--- src/rtl/bpu_update_sched_pkg.sv ---
// -----------------------------------------------------------------------------
// bpu_update_sched_pkg
// Shared types for the BPU update scheduler and its neighbours.
//   bpu_update_req_t : one BTB/PHT/RAS update as seen on the BPU update port.
//                      .valid marks a live request; the index into the BTB/PHT
//                      is taken from pc[BTB_INDEX_WIDTH+1:2].
//   sched_state_t    : scheduler mode, sweeping (S_CLEAR) or serving (S_RUN).
// -----------------------------------------------------------------------------
package bpu_update_sched_pkg;

  localparam int DEF_NUM_BTB_ENTRIES = 512;
  localparam int DEF_FIFO_DEPTH      = 4;
  localparam int DEF_STARVE_LIMIT    = 3;

  typedef struct packed {
    logic        valid;
    logic [31:0] pc;
    logic [31:0] target;
    logic        is_branch_inst;
    logic        taken;
    logic        is_call;
    logic        is_ret;
  } bpu_update_req_t;

  typedef enum logic {
    S_CLEAR,
    S_RUN
  } sched_state_t;

endpackage

--- src/rtl/bpu_update_sched_if.sv ---
// -----------------------------------------------------------------------------
// bpu_update_sched_if
// Update traffic between the backend sources, the scheduler and the BPU.
//   exu_req / exu_ready   : mispredict updates from the EXU, ready = accepted
//   cmt_req / cmt_ready   : PHT training updates from commit, ready = accepted
//   update_req            : single registered update stream into the BPU
// modport master : backend/BPU side (drives requests, observes the rest)
// modport slave  : the scheduler
// -----------------------------------------------------------------------------
interface bpu_update_sched_if;
  import bpu_update_sched_pkg::*;

  bpu_update_req_t exu_req;
  logic            exu_ready;
  bpu_update_req_t cmt_req;
  logic            cmt_ready;
  bpu_update_req_t update_req;

  modport master (
    output exu_req,
    output cmt_req,
    input  exu_ready,
    input  cmt_ready,
    input  update_req
  );

  modport slave (
    input  exu_req,
    input  cmt_req,
    output exu_ready,
    output cmt_ready,
    output update_req
  );

endinterface

--- src/rtl/bpu_update_sched_fifo.sv ---
// -----------------------------------------------------------------------------
// bpu_upd_fifo
// Register-based synchronous FIFO holding queued BPU updates.
//   clk, rst   : clock, asynchronous active-high reset (empties the queue)
//   push_i     : write data_i this cycle (ignored when full)
//   data_i     : entry to enqueue
//   pop_i      : drop the head entry this cycle (ignored when empty)
//   head_o     : oldest entry, valid whenever empty_o is low
//   full_o     : no room for another push
//   empty_o    : nothing queued
// Pointers carry one extra wrap bit so full and empty can be told apart.
// -----------------------------------------------------------------------------
module bpu_upd_fifo #(
  parameter int WIDTH = 8,
  parameter int DEPTH = 4
) (
  input  logic             clk,
  input  logic             rst,
  input  logic             push_i,
  input  logic [WIDTH-1:0] data_i,
  input  logic             pop_i,
  output logic [WIDTH-1:0] head_o,
  output logic             full_o,
  output logic             empty_o
);

  localparam int AW = $clog2(DEPTH);
  localparam logic [AW:0] PTR_ONE = 1;

  logic [AW:0]      wr_q;
  logic [AW:0]      rd_q;
  logic [WIDTH-1:0] mem_q [DEPTH];
  logic             do_push;
  logic             do_pop;

  assign full_o  = (wr_q[AW] != rd_q[AW]) && (wr_q[AW-1:0] == rd_q[AW-1:0]);
  assign empty_o = (wr_q == rd_q);
  assign do_push = push_i && !full_o;
  assign do_pop  = pop_i && !empty_o;
  assign head_o  = mem_q[rd_q[AW-1:0]];

  always_ff @(posedge clk or posedge rst) begin
    if (rst) begin
      wr_q <= '0;
      rd_q <= '0;
    end else begin
      if (do_push) wr_q <= wr_q + PTR_ONE;
      if (do_pop)  rd_q <= rd_q + PTR_ONE;
    end
  end

  // Storage needs no reset: an entry is only read after it has been written.
  always_ff @(posedge clk) begin
    if (do_push) mem_q[wr_q[AW-1:0]] <= data_i;
  end

endmodule

--- src/rtl/bpu_update_sched.sv ---
// -----------------------------------------------------------------------------
// bpu_update_sched
// Owns the BPU update port. After reset it sweeps every BTB/PHT index with a
// clear strobe (those arrays have no reset), then merges EXU and commit
// updates through a small FIFO and issues at most one update per cycle,
// holding back a branch update whose index was written the cycle before so
// the BPU's one-cycle PHT read-modify-write never sees stale state.
//   clk, rst      : clock, asynchronous active-high reset
//   upd_if        : slave modport (exu_req/exu_ready, cmt_req/cmt_ready,
//                   registered update_req to the BPU)
//   clr_en_o      : BTB valid / PHT entry clear strobe during the sweep
//   clr_idx_o     : index being cleared
//   busy_clear_o  : sweep in progress
// -----------------------------------------------------------------------------
module bpu_update_sched
  import bpu_update_sched_pkg::*;
#(
  parameter int NUM_BTB_ENTRIES = DEF_NUM_BTB_ENTRIES,
  parameter int FIFO_DEPTH      = DEF_FIFO_DEPTH,
  parameter int STARVE_LIMIT    = DEF_STARVE_LIMIT,
  localparam int BTB_INDEX_WIDTH = $clog2(NUM_BTB_ENTRIES)
) (
  input  logic                       clk,
  input  logic                       rst,
  bpu_update_sched_if.slave          upd_if,
  output logic                       clr_en_o,
  output logic [BTB_INDEX_WIDTH-1:0] clr_idx_o,
  output logic                       busy_clear_o
);

  localparam int IW       = BTB_INDEX_WIDTH;
  localparam int STARVE_W = (STARVE_LIMIT < 1) ? 1 : $clog2(STARVE_LIMIT + 1);
  localparam int REQ_W    = $bits(bpu_update_req_t);

  localparam logic [IW-1:0]       LAST_IDX   = IW'(NUM_BTB_ENTRIES - 1);
  localparam logic [IW-1:0]       IDX_ONE    = 1;
  localparam logic [STARVE_W-1:0] STARVE_MAX = STARVE_W'(STARVE_LIMIT);
  localparam logic [STARVE_W-1:0] STARVE_ONE = 1;

  sched_state_t        state_q;
  logic                clr_en_q;
  logic                busy_q;
  logic [IW-1:0]       clr_idx_q;
  logic [STARVE_W-1:0] starve_q;
  logic                last_br_valid_q;
  logic [IW-1:0]       last_br_idx_q;
  bpu_update_req_t     upd_q;
  bpu_update_req_t     issue_d;

  logic [REQ_W-1:0]    push_data;
  logic [REQ_W-1:0]    head_raw;
  bpu_update_req_t     head;
  logic [IW-1:0]       head_idx;
  logic                fifo_full;
  logic                fifo_empty;

  logic run;
  logic force_cmt;
  logic grant_exu;
  logic grant_cmt;
  logic exu_push;
  logic cmt_push;
  logic push;
  logic hazard;
  logic pop;

  // Clear sweep: one index per cycle, then hand over to normal operation.
  always_ff @(posedge clk or posedge rst) begin
    if (rst) begin
      state_q   <= S_CLEAR;
      clr_idx_q <= '0;
      clr_en_q  <= 1'b1;
      busy_q    <= 1'b1;
    end else begin
      case (state_q)
        S_CLEAR: begin
          if (clr_idx_q == LAST_IDX) begin
            state_q  <= S_RUN;
            clr_en_q <= 1'b0;
            busy_q   <= 1'b0;
          end else begin
            clr_idx_q <= clr_idx_q + IDX_ONE;
          end
        end
        S_RUN: begin
          state_q <= S_RUN;
        end
        default: begin
          state_q   <= S_CLEAR;
          clr_idx_q <= '0;
          clr_en_q  <= 1'b1;
          busy_q    <= 1'b1;
        end
      endcase
    end
  end

  // EXU normally wins; commit is forced in once it has lost STARVE_LIMIT
  // times in a row. A full queue refuses both, even if it pops this cycle.
  always_comb begin
    run       = (state_q == S_RUN);
    force_cmt = upd_if.cmt_req.valid && (starve_q == STARVE_MAX);
    grant_exu = run && upd_if.exu_req.valid && !force_cmt;
    grant_cmt = run && upd_if.cmt_req.valid && !grant_exu;
    exu_push  = grant_exu && !fifo_full;
    cmt_push  = grant_cmt && !fifo_full;
    push      = exu_push || cmt_push;
    push_data = grant_exu ? upd_if.exu_req : upd_if.cmt_req;
  end

  always_ff @(posedge clk or posedge rst) begin
    if (rst) begin
      starve_q <= '0;
    end else if (!upd_if.cmt_req.valid || cmt_push) begin
      starve_q <= '0;
    end else if (exu_push && (starve_q != STARVE_MAX)) begin
      starve_q <= starve_q + STARVE_ONE;
    end
  end

  bpu_upd_fifo #(
    .WIDTH (REQ_W),
    .DEPTH (FIFO_DEPTH)
  ) u_fifo (
    .clk     (clk),
    .rst     (rst),
    .push_i  (push),
    .data_i  (push_data),
    .pop_i   (pop),
    .head_o  (head_raw),
    .full_o  (fifo_full),
    .empty_o (fifo_empty)
  );

  // A branch head that hits the index issued last cycle waits one cycle; the
  // stall itself clears last_br_valid_q, so the wait never exceeds a cycle.
  always_comb begin
    head           = bpu_update_req_t'(head_raw);
    head_idx       = head.pc[IW+1:2];
    hazard         = last_br_valid_q && head.is_branch_inst && (head_idx == last_br_idx_q);
    pop            = !fifo_empty && !hazard;
    issue_d        = head;
    issue_d.valid  = 1'b1;
  end

  always_ff @(posedge clk or posedge rst) begin
    if (rst) begin
      upd_q           <= '0;
      last_br_valid_q <= 1'b0;
      last_br_idx_q   <= '0;
    end else begin
      upd_q           <= pop ? issue_d : '0;
      last_br_valid_q <= pop && head.is_branch_inst;
      last_br_idx_q   <= head_idx;
    end
  end

  assign upd_if.exu_ready  = exu_push;
  assign upd_if.cmt_ready  = cmt_push;
  assign upd_if.update_req = upd_q;
  assign clr_en_o          = clr_en_q;
  assign clr_idx_o         = clr_idx_q;
  assign busy_clear_o      = busy_q;

endmodule

--- src/flat_wrapper.sv ---
// flat-port wrapper written by rule: the top's interface ports become plain ports
module bpu_update_sched_flat import bpu_update_sched_pkg::*;
#(
  parameter int NUM_BTB_ENTRIES = DEF_NUM_BTB_ENTRIES,
  parameter int FIFO_DEPTH      = DEF_FIFO_DEPTH,
  parameter int STARVE_LIMIT    = DEF_STARVE_LIMIT,
  localparam int BTB_INDEX_WIDTH = $clog2(NUM_BTB_ENTRIES)
)
  (clk, rst, clr_en_o, clr_idx_o, busy_clear_o, upd_if_exu_req, upd_if_cmt_req, upd_if_exu_ready, upd_if_cmt_ready, upd_if_update_req);
  bpu_update_sched_if upd_if_i ();
  input  logic clk;
  input  logic rst;
  output logic clr_en_o;
  output logic [BTB_INDEX_WIDTH-1:0] clr_idx_o;
  output logic busy_clear_o;
  input wire logic [$bits(upd_if_i.exu_req)-1:0] upd_if_exu_req;
  input wire logic [$bits(upd_if_i.cmt_req)-1:0] upd_if_cmt_req;
  output wire logic [$bits(upd_if_i.exu_ready)-1:0] upd_if_exu_ready;
  output wire logic [$bits(upd_if_i.cmt_ready)-1:0] upd_if_cmt_ready;
  output wire logic [$bits(upd_if_i.update_req)-1:0] upd_if_update_req;
  assign upd_if_i.exu_req = upd_if_exu_req;
  assign upd_if_i.cmt_req = upd_if_cmt_req;
  assign upd_if_exu_ready = upd_if_i.exu_ready;
  assign upd_if_cmt_ready = upd_if_i.cmt_ready;
  assign upd_if_update_req = upd_if_i.update_req;
  bpu_update_sched #(.NUM_BTB_ENTRIES(NUM_BTB_ENTRIES), .FIFO_DEPTH(FIFO_DEPTH), .STARVE_LIMIT(STARVE_LIMIT)) u_core (.clk(clk), .rst(rst), .upd_if(upd_if_i), .clr_en_o(clr_en_o), .clr_idx_o(clr_idx_o), .busy_clear_o(busy_clear_o));
endmodule
--- config.mk ---
export PLATFORM = sky130hd
export DESIGN_NAME = bpu_update_sched_flat
export DESIGN_NICKNAME = d
export VERILOG_FILES = /design/src/rtl/bpu_update_sched_pkg.sv /design/src/rtl/bpu_update_sched_if.sv /design/src/rtl/bpu_update_sched_fifo.sv /design/src/rtl/bpu_update_sched.sv /design/src/flat_wrapper.sv
export SDC_FILE = /design/constraint.sdc
export NUM_CORES = 1
export LEC_CHECK = 0
export CORE_MARGIN = 2
export CORE_UTILIZATION = 50
export CTS_CLUSTER_DIAMETER = 120
export DETAILED_ROUTE_END_ITERATION = 6
export PLACE_DENSITY = 0.75
export SLEW_MARGIN = 20
export SYNTH_ARGS = -nofsm -noshare
export SYNTH_HDL_FRONTEND = slang
export SYNTH_HIERARCHICAL = 1
export SYNTH_SLANG_ARGS = --single-unit
--- constraint.sdc ---
create_clock -name clk -period 9.15 [get_ports clk]
set_input_delay 1.83 -clock clk [delete_from_list [all_inputs] [get_ports clk]]
set_output_delay 1.83 -clock clk [all_outputs]
set_load 0.01 [all_outputs]
==> results of run 1 <==
## worst max-delay path by stage
stage	startpoint	to	slack, ps	cells past startpoint
CTS	upd_if_cmt_req[68]	upd_if_exu_ready	3880	5
floorplan	upd_if_cmt_req[68]	u_core/u_fifo/mem_q[3][0]	4390	4
finish	upd_if_cmt_req[68]	upd_if_cmt_ready	3900	5
global route	upd_if_cmt_req[68]	upd_if_exu_ready	3820	5
global placement	upd_if_cmt_req[68]	upd_if_exu_ready	3850	5
detailed placement	upd_if_cmt_req[68]	upd_if_exu_ready	3880	5
## power by group through the flow
stage	clock network (W)	registers [W]	logic, W
after detailed placement	0	0.00183	0.0000989
after floorplan	0	0.00183	0.0000272
after CTS	0.00165	0.00180	0.0000997
final	0.00162	0.00180	0.0000978
after global routing	0.00173	0.00180	0.000107
after global placement	0	0.00183	0.0000961
## per-layer routing
metal | global-route usage [%] | vias to the layer above
li1 | - | 3568
met1 | 25.38 | 4029
met2 | 34.26 | 243
met3 | 3.187 | 47
met4 | 5.475 | 0
met5 | 0 | -
## registers in the layout (all words and copies together) (netlist names)
name,flops
u_core/u_fifo/mem_q,272
u_core/upd_if.update_req,68
u_core/clr_idx_o,9
u_core/last_br_idx_q,9
u_core/u_fifo/rd_q,3
u_core/u_fifo/wr_q,3
u_core/starve_q,2
u_core/busy_clear_o,1
u_core/last_br_valid_q,1
u_core/run,1
## through the flow
stage          worst slack (ps)  instances  hold WS (ps)  instance area (µm²)
6_report                   3904       1436         496.1                18800
3_3_place_gp               3855       1362         479.2                17370
5_1_grt                    3819       1436         507.3                18800
3_5_place_dp               3878       1362         495.0                17370
2_1_floorplan              4388        793         494.5                14830
4_1_cts                    3877       1433         503.3                18730
## layout make-up
class | count | area [µm²] | share of cell area [%]
Inverter | 8 | 32.53 | 0.1730
Multi-Input combinational cell | 361 | 3936 | 20.94
Clock inverter | 20 | 252.7 | 1.344
Tap cell | 390 | 488.0 | 2.595
Timing Repair Buffer | 237 | 2385 | 12.68
Clock buffer | 51 | 1104 | 5.869
Sequential cell | 369 | 10600 | 56.40
## worst max-delay path, delay by kind of cell
| family | cells | cell delay, ps |
|---|---|---|
| buffers and inverters | 2 | 1050 |
| AND/OR/NAND/NOR | 2 | 280 |
| AO/OA/AOI/OAI | 1 | 260 |
==> reports/results.txt, run 1 <==
Psw = 0.0006387 W
syn avg cell area = 18.70 µm²
Worst Setup End Kind = primary output
I/O Pins = 222
Fin. Hold Viols = 0
Power Total = 0.003521 W
H-tree Lvls = 2
grt ovf = 0
die area = 31,040 µm²
via count of the routed design = 7,887
Worst-Skew Late Latency = 510 ps
Most common cell on crit path = clkdlybuf4s50_1
worst r2r dst = u_core/u_fifo/rd_q[1]
Worst Hold Path EP = u_core/busy_clear_o
vias in the first global route = 8,246
Tot GR Track Use = 19.53%
Initial Util = 50.42%
Hold Path Depth = 1
Final Net Count = 1,164
R2R Setup Slk = 4880 ps
maximum clock insertion buffer count = 3
min-delay src = u_core/busy_clear_o
Clock transition at path regs = 50 ps
final design utilization = 63.95%
Pins Over Slew Limit = 0
Via density = 5.492
Syn Std Cell Area = 14,830 µm²
CP cell instances = clkdlybuf4s50_1 > nand2_1 > a31oi_1 > and2_1 > clkdlybuf4s50_1
Reg2Reg Depth = 10
post-cts repair resize count = 0
highest clock rate = 190.6 MHz
Area Overhead vs Synth = 26.82%
top layer in use = met4
met3 WL = 1663 µm
final clock skew = 11.65 ps
Num CTS Buffers = 39
PortBufs = 221
Crit Path Category = input pin to primary output
Flop pwr share = 51.1%
Core ar. = 29,400 µm²
pwr dens = 187.2 nW/µm²
LEAKAGE = 6.535 nW
Crit path largest cell delay = 530 ps
setup_tns = 0 ps
DRT met1 WL = 11,960 µm
run status = complete, no violations
RSZ-0062 raised after global routing = false
most used cells in the layout excluding fill and tap cells = 272 x edfxtp_1, 221 x clkdlybuf4s50_1, 94 x dfrtp_1
RD Place Congestion = 0.7806
routed len/inst = 20.70 µm
CP max stage cell = clkdlybuf4s50_1
Detailed Route WL = 29,730 µm
global-route wire length before repair = 46,090 µm
Routed Antenna Nets = 0
internal power = 0.002882 W
Clock Sinks = 369
CTS Hold Bufs = 0
Warnings, synthesis = 6
most common cell after layout, fill and taps aside = edfxtp_1
Slew HR = 27.34%
crit share post-route = 57.33%
die height = 176.2 µm
Pre-Repair DR Iteration Count = 5
fin crit period = 5246 ps
Net Count, Synth = 941
peak supply drop = 0.1572 mV
Sw Ratio = 18.14%
Worst setup SP type = input pin
# DRC = 0
number of fill cells = 2,020
logic gate share of total power = 2.8%
post-CTS setup buffers = 0
Least-Margin Pin Slew = 1090 ps
clock share of power = 46.1%
pin count of the biggest net entering global routing = 69
Crit Path Max Fanout = 5
CTS tree = done
DRT iter0 DRCs = 465
final setup vio count = 0
initial antenna violation count = 0
min-delay worst type = flip-flop to flip-flop
Max-Cap Viols = 0
met2 WL = 15,530 µm
Critical Path AT = 3420 ps
FF-to-FF Start = u_core/u_fifo/rd_q[0]
Die Span X = 176.2 µm
ANT cells = 0
WP data required = 7320 ps
share of cells above drive strength 1 = 22.66%
Post-Syn Instances = 793
Root Driver = clkbuf_16
FP Rows = 63
Post-DP HPWL = 17,240 µm
Note: power is estimated with default switching activity, not from simulation.
==> run 2, diff against run 1 <==
clock period = 4.9 ns   (was 9.15 ns; I/O delays follow)
==> run 2 against run 1 <==
Effect of this change: critical path depth is 2 higher; global-route usage is 0.20 points lower; first-iteration DRC count is 8.0% higher; cell count is 0.35% lower; die area stayed put; worst setup slack worse by 3000 ps; critical path type is now flip-flop to primary output; clock-buffer cell count is 1 higher; clock power is 76% higher; combinational power is 87% higher; clock skew hardly changed; sequential cell count stayed put; cell area is 0.96% lower.
==> reports/results.txt, run 2 (synthesis results as in run 1) <==
crit share post-route = 81.97%
vias in the first global route = 8,302 (was 8,246)
RD Place Congestion = 0.7975 (was 0.7806)
Area Overhead vs Synth = 25.61% (was 26.82%)
Worst setup SP type = flip-flop (was input pin)
Critical Path AT = 3040 ps (was 3420 ps)
logic gate share of total power = 2.9% (was 2.8%)
setup_tns = 0 ps (unchanged)
pwr dens = 343.1 nW/µm² (was 187.2 nW/µm²)
routed len/inst = 20.30 µm (was 20.70 µm)
Num CTS Buffers = 38 (was 39)
min-delay src = u_core/busy_clear_o (unchanged)
Die Span X = 176.2 µm (unchanged)
met1 usage = 25.86% (was 25.38%)
grt ovf = 0 (unchanged)
Crit path largest cell delay = 860 ps (was 530 ps)
Tot GR Track Use = 19.32% (was 19.53%)
fin crit period = 4016 ps
maximum clock insertion buffer count = 3 (unchanged)
LEAKAGE = 6.458 nW (was 6.535 nW)
Least-Margin Pin Slew = 1100 ps (was 1090 ps)
Pins Over Slew Limit = 0 (unchanged)
highest clock rate = 249.0 MHz
CP max stage cell = dfrtp_4 (was clkdlybuf4s50_1)
Clock transition at path regs = 60 ps (was 50 ps)
internal power = 0.005205 W (was 0.002882 W)
Worst-Skew Late Latency = 510 ps (about the same)
die area = 31,040 µm² (unchanged)
Core ar. = 29,400 µm² (unchanged)
Post-DP HPWL = 17,370 µm (was 17,240 µm)
met3 GRT Util = 3.208% (was 3.187%)
Fin. Hold Viols = 0 (unchanged)
DRT iter0 DRCs = 502 (was 465)
Initial Util = 50.42% (unchanged)
initial antenna violation count = 0 (unchanged)
Pre-Repair DR Iteration Count = 6 (was 5)
Final Net Count = 1,159 (was 1,164)
most used cells in the layout excluding fill and tap cells = 272 x edfxtp_1, 221 x clkdlybuf4s50_1, 94 x dfrtp_1 (unchanged)
Crit Path Max Fanout = 47 (was 5)
most common cell after layout, fill and taps aside = edfxtp_1 (unchanged)
CTS tree = done (unchanged)
PortBufs = 221 (unchanged)
final design utilization = 63.33% (was 63.95%)
share of cells above drive strength 1 = 22.09% (was 22.66%)
Reg2Reg Depth = 8 (was 10)
FF-to-FF Start = u_core/u_fifo/rd_q[1] (was u_core/u_fifo/rd_q[0])
Sw Ratio = 18.54% (was 18.14%)
die height = 176.2 µm (unchanged)
Worst Setup End Kind = primary output (unchanged)
global-route wire length before repair = 45,820 µm (was 46,090 µm)
# DRC = 0 (unchanged)
Hold Path Depth = 1 (unchanged)
run status = complete, no violations (unchanged)
post-cts repair resize count = 0 (unchanged)
FP Rows = 63 (unchanged)
GR Util met2 = 33.04% (was 34.26%)
Largest register FFs = 272 (unchanged)
Via density = 5.499 (was 5.492)
Root Driver = clkbuf_16 (unchanged)
pin count of the biggest net entering global routing = 71 (was 69)
I/O Pins = 222 (unchanged)
Power Total = 0.006390 W (was 0.003521 W)
cell area after layout = 18,620 µm² (was 18,800 µm²)
min-delay worst type = flip-flop to flip-flop (unchanged)
via count of the routed design = 7,869 (was 7,887)
post-CTS setup buffers = 0 (unchanged)
final clock skew = 11.39 ps (was 11.65 ps)
CTS Hold Bufs = 0 (unchanged)
WP data required = 3920 ps (was 7320 ps)
RSZ-0062 raised after global routing = false (unchanged)
Flop pwr share = 52.6% (was 51.1%)
CP cell instances = xnor2_1 > nand3_2 > inv_1 > nand2b_1 > a31oi_1 > and2_1 > clkdlybuf4s50_1 (was clkdlybuf4s50_1 > nand2_1 > a31oi_1 > and2_1 > clkdlybuf4s50_1)
grt peak-use layer = met2 (unchanged)
Psw = 0.001185 W (was 0.0006387 W)
H-tree Lvls = 2 (unchanged)
placed cell area = 17,360 µm² (was 17,370 µm²)
Slew HR = 26.67% (was 27.34%)
clock share of power = 44.6% (was 46.1%)
ANT cells = 0 (unchanged)
final setup vio count = 0 (unchanged)
R2R Setup Slk = 1390 ps (was 4880 ps)
worst r2r dst = u_core/u_fifo/rd_q[1] (unchanged)
Crit Path Category = flip-flop to primary output (was input pin to primary output)
Worst Hold Path EP = u_core/busy_clear_o (unchanged)
Routed Antenna Nets = 0 (unchanged)
Max-Cap Viols = 0 (unchanged)
Detailed Route WL = 29,040 µm (was 29,730 µm)
Clock Sinks = 369 (unchanged)
peak supply drop = 0.2450 mV (was 0.1572 mV)
[run 2: final cells by class]
cell class | count | area, µm²
fill | 2066 | 10780
sequential | 369 | 10600
multi-input combinational | 361 | 3936
timing repair buffer | 233 | 2302
clock buffer | 52 | 1097
tap | 390 | 488.0
clock inverter | 18 | 161.4
inverter | 8 | 32.53
[run 2: worst max-delay path by stage]
stage	startpoint	to	slack, ps
2_1_floorplan	u_core/u_fifo/rd_q[1]	u_core/u_fifo/mem_q[3][0]	970
3_3_place_gp	upd_if_cmt_req[68]	upd_if_cmt_ready	1340
3_5_place_dp	u_core/u_fifo/rd_q[1]	u_core/u_fifo/rd_q[1]	1320
4_1_cts	u_core/u_fifo/rd_q[1]	upd_if_cmt_ready	820
5_1_grt	u_core/u_fifo/rd_q[0]	upd_if_cmt_ready	660
6_report	u_core/u_fifo/rd_q[1]	upd_if_cmt_ready	880
[run 2: power by group through the flow]
stage          Clock [W]  Sequential, W  Combinational (W)
2_1_floorplan          0        0.00342          0.0000507
3_3_place_gp           0        0.00342           0.000181
3_5_place_dp           0        0.00342           0.000186
4_1_cts          0.00291        0.00336           0.000187
5_1_grt          0.00305        0.00336           0.000201
6_report         0.00285        0.00336           0.000183
[run 2: routing by layer]
layer / routed length, µm / up-vias
met5: 0 / -
met4: 643 / 0
met3: 1729 / 44
met2: 14660 / 266
met1: 12010 / 4012
li1: - / 3547
[run 2: per-stage QoR]
stage,hold slack (ps),instances,setup slack [ps]
floorplan,494.5,793,971.2
global placement,477.6,1361,1342
detailed placement,482.6,1361,1320
CTS,491.6,1431,824.5
global route,501.1,1431,658.2
finish,486.5,1431,883.7
[run 2: critical path: cells and delay by family (launching register included)]
kind / cells / cell delay [ps]
AO/OA/AOI/OAI: 1 / 260
XOR/XNOR: 1 / 290
buffers and inverters: 2 / 610
flip-flops: 1 / 860
AND/OR/NAND/NOR: 3 / 500
==> run 3, diff against run 2 <==
clock period = 3.7 ns   (was 4.9 ns; I/O delays follow)
==> run 3 against run 2 <==
Effect of this change: power up 39%; wire length up 4.8%; critical endpoint unchanged; cell area up 1.8%; critical path type unchanged.
==> reports/results.txt, run 3 (synthesis results as in run 1) <==
I/O Pins = 222 (unchanged)
maximum clock insertion buffer count = 3 (unchanged)
Initial Util = 50.42% (unchanged)
Root Driver = clkbuf_16 (unchanged)
Area Overhead vs Synth = 27.83% (was 25.61%)
Routed Antenna Nets = 0 (unchanged)
CTS tree = done (unchanged)
crit share post-route = 94.70%
placed cell area = 17,540 µm² (was 17,360 µm²)
Post-DP HPWL = 18,360 µm (was 17,370 µm)
share of cells above drive strength 1 = 23.75% (was 22.09%)
Largest register FFs = 272 (unchanged)
Worst setup SP type = flip-flop (unchanged)
cell area after layout = 18,950 µm² (was 18,620 µm²)
Detailed Route WL = 30,440 µm (was 29,040 µm)
global-route wire length before repair = 46,800 µm (was 45,820 µm)
Cells after DPL = 1,376 (was 1,361)
Final Net Count = 1,175 (was 1,159)
Max-Cap Viols = 0 (unchanged)
die height = 176.2 µm (unchanged)
Worst Setup End Kind = primary output (unchanged)
PortBufs = 221 (unchanged)
RD Place Congestion = 0.7811 (was 0.7975)
final clock skew = 7.502 ps (was 11.39 ps)
routed len/inst = 21.04 µm (was 20.30 µm)
Pins Over Slew Limit = 0 (unchanged)
CTS Hold Bufs = 0 (unchanged)
post-cts repair resize count = 0 (unchanged)
final setup vio count = 0 (unchanged)
Die Span X = 176.2 µm (unchanged)
Least-Margin Pin Slew = 879.0 ps (was 1100 ps)
Worst-Skew Late Latency = 520 ps (was 510 ps)
highest clock rate = 285.4 MHz
Power Total = 0.008853 W (was 0.006390 W)
Non-Filler Instances = 1,447 (was 1,431)
via count of the routed design = 7,970 (was 7,869)
Crit Path Max Fanout = 20 (was 47)
Clock transition at path regs = 60 ps (about the same)
setup_tns = 0 ps (unchanged)
FP Rows = 63 (unchanged)
WP data required = 2960 ps (was 3920 ps)
LEAKAGE = 6.616 nW (was 6.458 nW)
DRT iter0 DRCs = 489 (was 502)
Slew HR = 41.40% (was 26.67%)
Fin. Hold Viols = 0 (unchanged)
post-CTS setup buffers = 0 (unchanged)
die area = 31,040 µm² (unchanged)
pin count of the biggest net entering global routing = 69 (was 71)
Core ar. = 29,400 µm² (unchanged)
Tot GR Track Use = 19.95% (was 19.32%)
Num CTS Buffers = 39 (was 38)
worst hold margin = 495.3 ps (was 486.5 ps)
peak supply drop = 0.3110 mV (was 0.2450 mV)
fin crit period = 3504 ps
min-delay worst type = flip-flop to flip-flop (unchanged)
most common cell after layout, fill and taps aside = edfxtp_1 (unchanged)
RSZ-0062 raised after global routing = false (unchanged)
run status = complete, no violations (unchanged)
pwr dens = 467.1 nW/µm² (was 343.1 nW/µm²)
Crit Path Category = flip-flop to primary output (unchanged)
Clock Sinks = 369 (unchanged)
ANT cells = 0 (unchanged)
most used cells in the layout excluding fill and tap cells = 272 x edfxtp_1, 221 x clkdlybuf4s50_1, 94 x dfrtp_1 (unchanged)
# DRC = 0 (unchanged)
Via density = 5.508 (was 5.499)
grt ovf = 0 (unchanged)
Critical Path AT = 2760 ps (was 3040 ps)
vias in the first global route = 8,436 (was 8,302)
Pre-Repair DR Iteration Count = 4 (was 6)
initial antenna violation count = 1 (was 0)
H-tree Lvls = 2 (unchanged)
==> run 3: cell count changes in the layout (fill, tap and decap cells not counted), moves of 3 or more <==
cell / before / now
buf_12: 0 / 5
buf_4: 12 / 22
bufinv_16: 3 / 6
clkbuf_1: 8 / 5
clkbuf_8: 3 / 9
clkinv_2: 12 / 5
==> run 3: cell type report <==
cell class	count	area (µm²)
clock buffer	55	1169
inverter	8	32.53
sequential	369	10600
multi-input combinational	361	3936
clock inverter	16	245.2
tap	390	488.0
timing repair buffer	248	2477
fill	2052	10450
==> run 3: path summary, 6_finish.rpt <==
| check | start | end | slack, ps | cells after the start |
|---|---|---|---|---|
| max in group asynchronous | rst | u_core/upd_if.update_req[18] | 2100 | 3 |
| min reg2reg | u_core/busy_clear_o | u_core/busy_clear_o | 500 | 1 |
| max reg2reg | u_core/u_fifo/rd_q[0] | u_core/u_fifo/mem_q[0][4] | 670 | 7 |
| min | u_core/busy_clear_o | u_core/busy_clear_o | 500 | 1 |
| min in group asynchronous | rst | u_core/u_fifo/wr_q[0] | 550 | 2 |
| max | u_core/u_fifo/rd_q[0] | upd_if_cmt_ready | 200 | 7 |
==> run 3: worst max-delay path: stages, from the launching register on <==
cell             delay (ps)
dfrtp_4                 650
xnor2_2                 270
nand3_2                 140
inv_1                    90
nand2b_1                170
a31oi_1                 240
and2_1                  160
clkdlybuf4s50_1         520
==> run 3: power breakdown <==
part | internal (W) | switching [W] | leakage [nW] | total (W)
Sequential | 0.00445 | 0 | 3.76 | 0.00445
Clock | 0.00263 | 0.00154 | 0.696 | 0.00416
Combinational | 0.000157 | 0.0000837 | 2.16 | 0.000241
==> run 3: per-stage QoR <==
| stage | utilization [%] | worst slack [ps] |
|---|---|---|
| final | 64.46 | 196.2 |
| after global routing | 64.46 | 23.97 |
| after CTS | 64.46 | 165.4 |
| after detailed placement | 59.65 | 473.1 |
| after global placement | 59.65 | 487.7 |
| after floorplan | - | 267.9 |
==> run 3: layer usage <==
metal	wire length, µm	vias up	global-route usage, %	share of wire [%]
li1	-	3583	-	-
met1	11790	4099	25.00	39
met2	16090	248	35.83	53
met3	2089	38	4.091	6.9
met4	450	2	4.614	1.5
met5	16	-	0	0.053
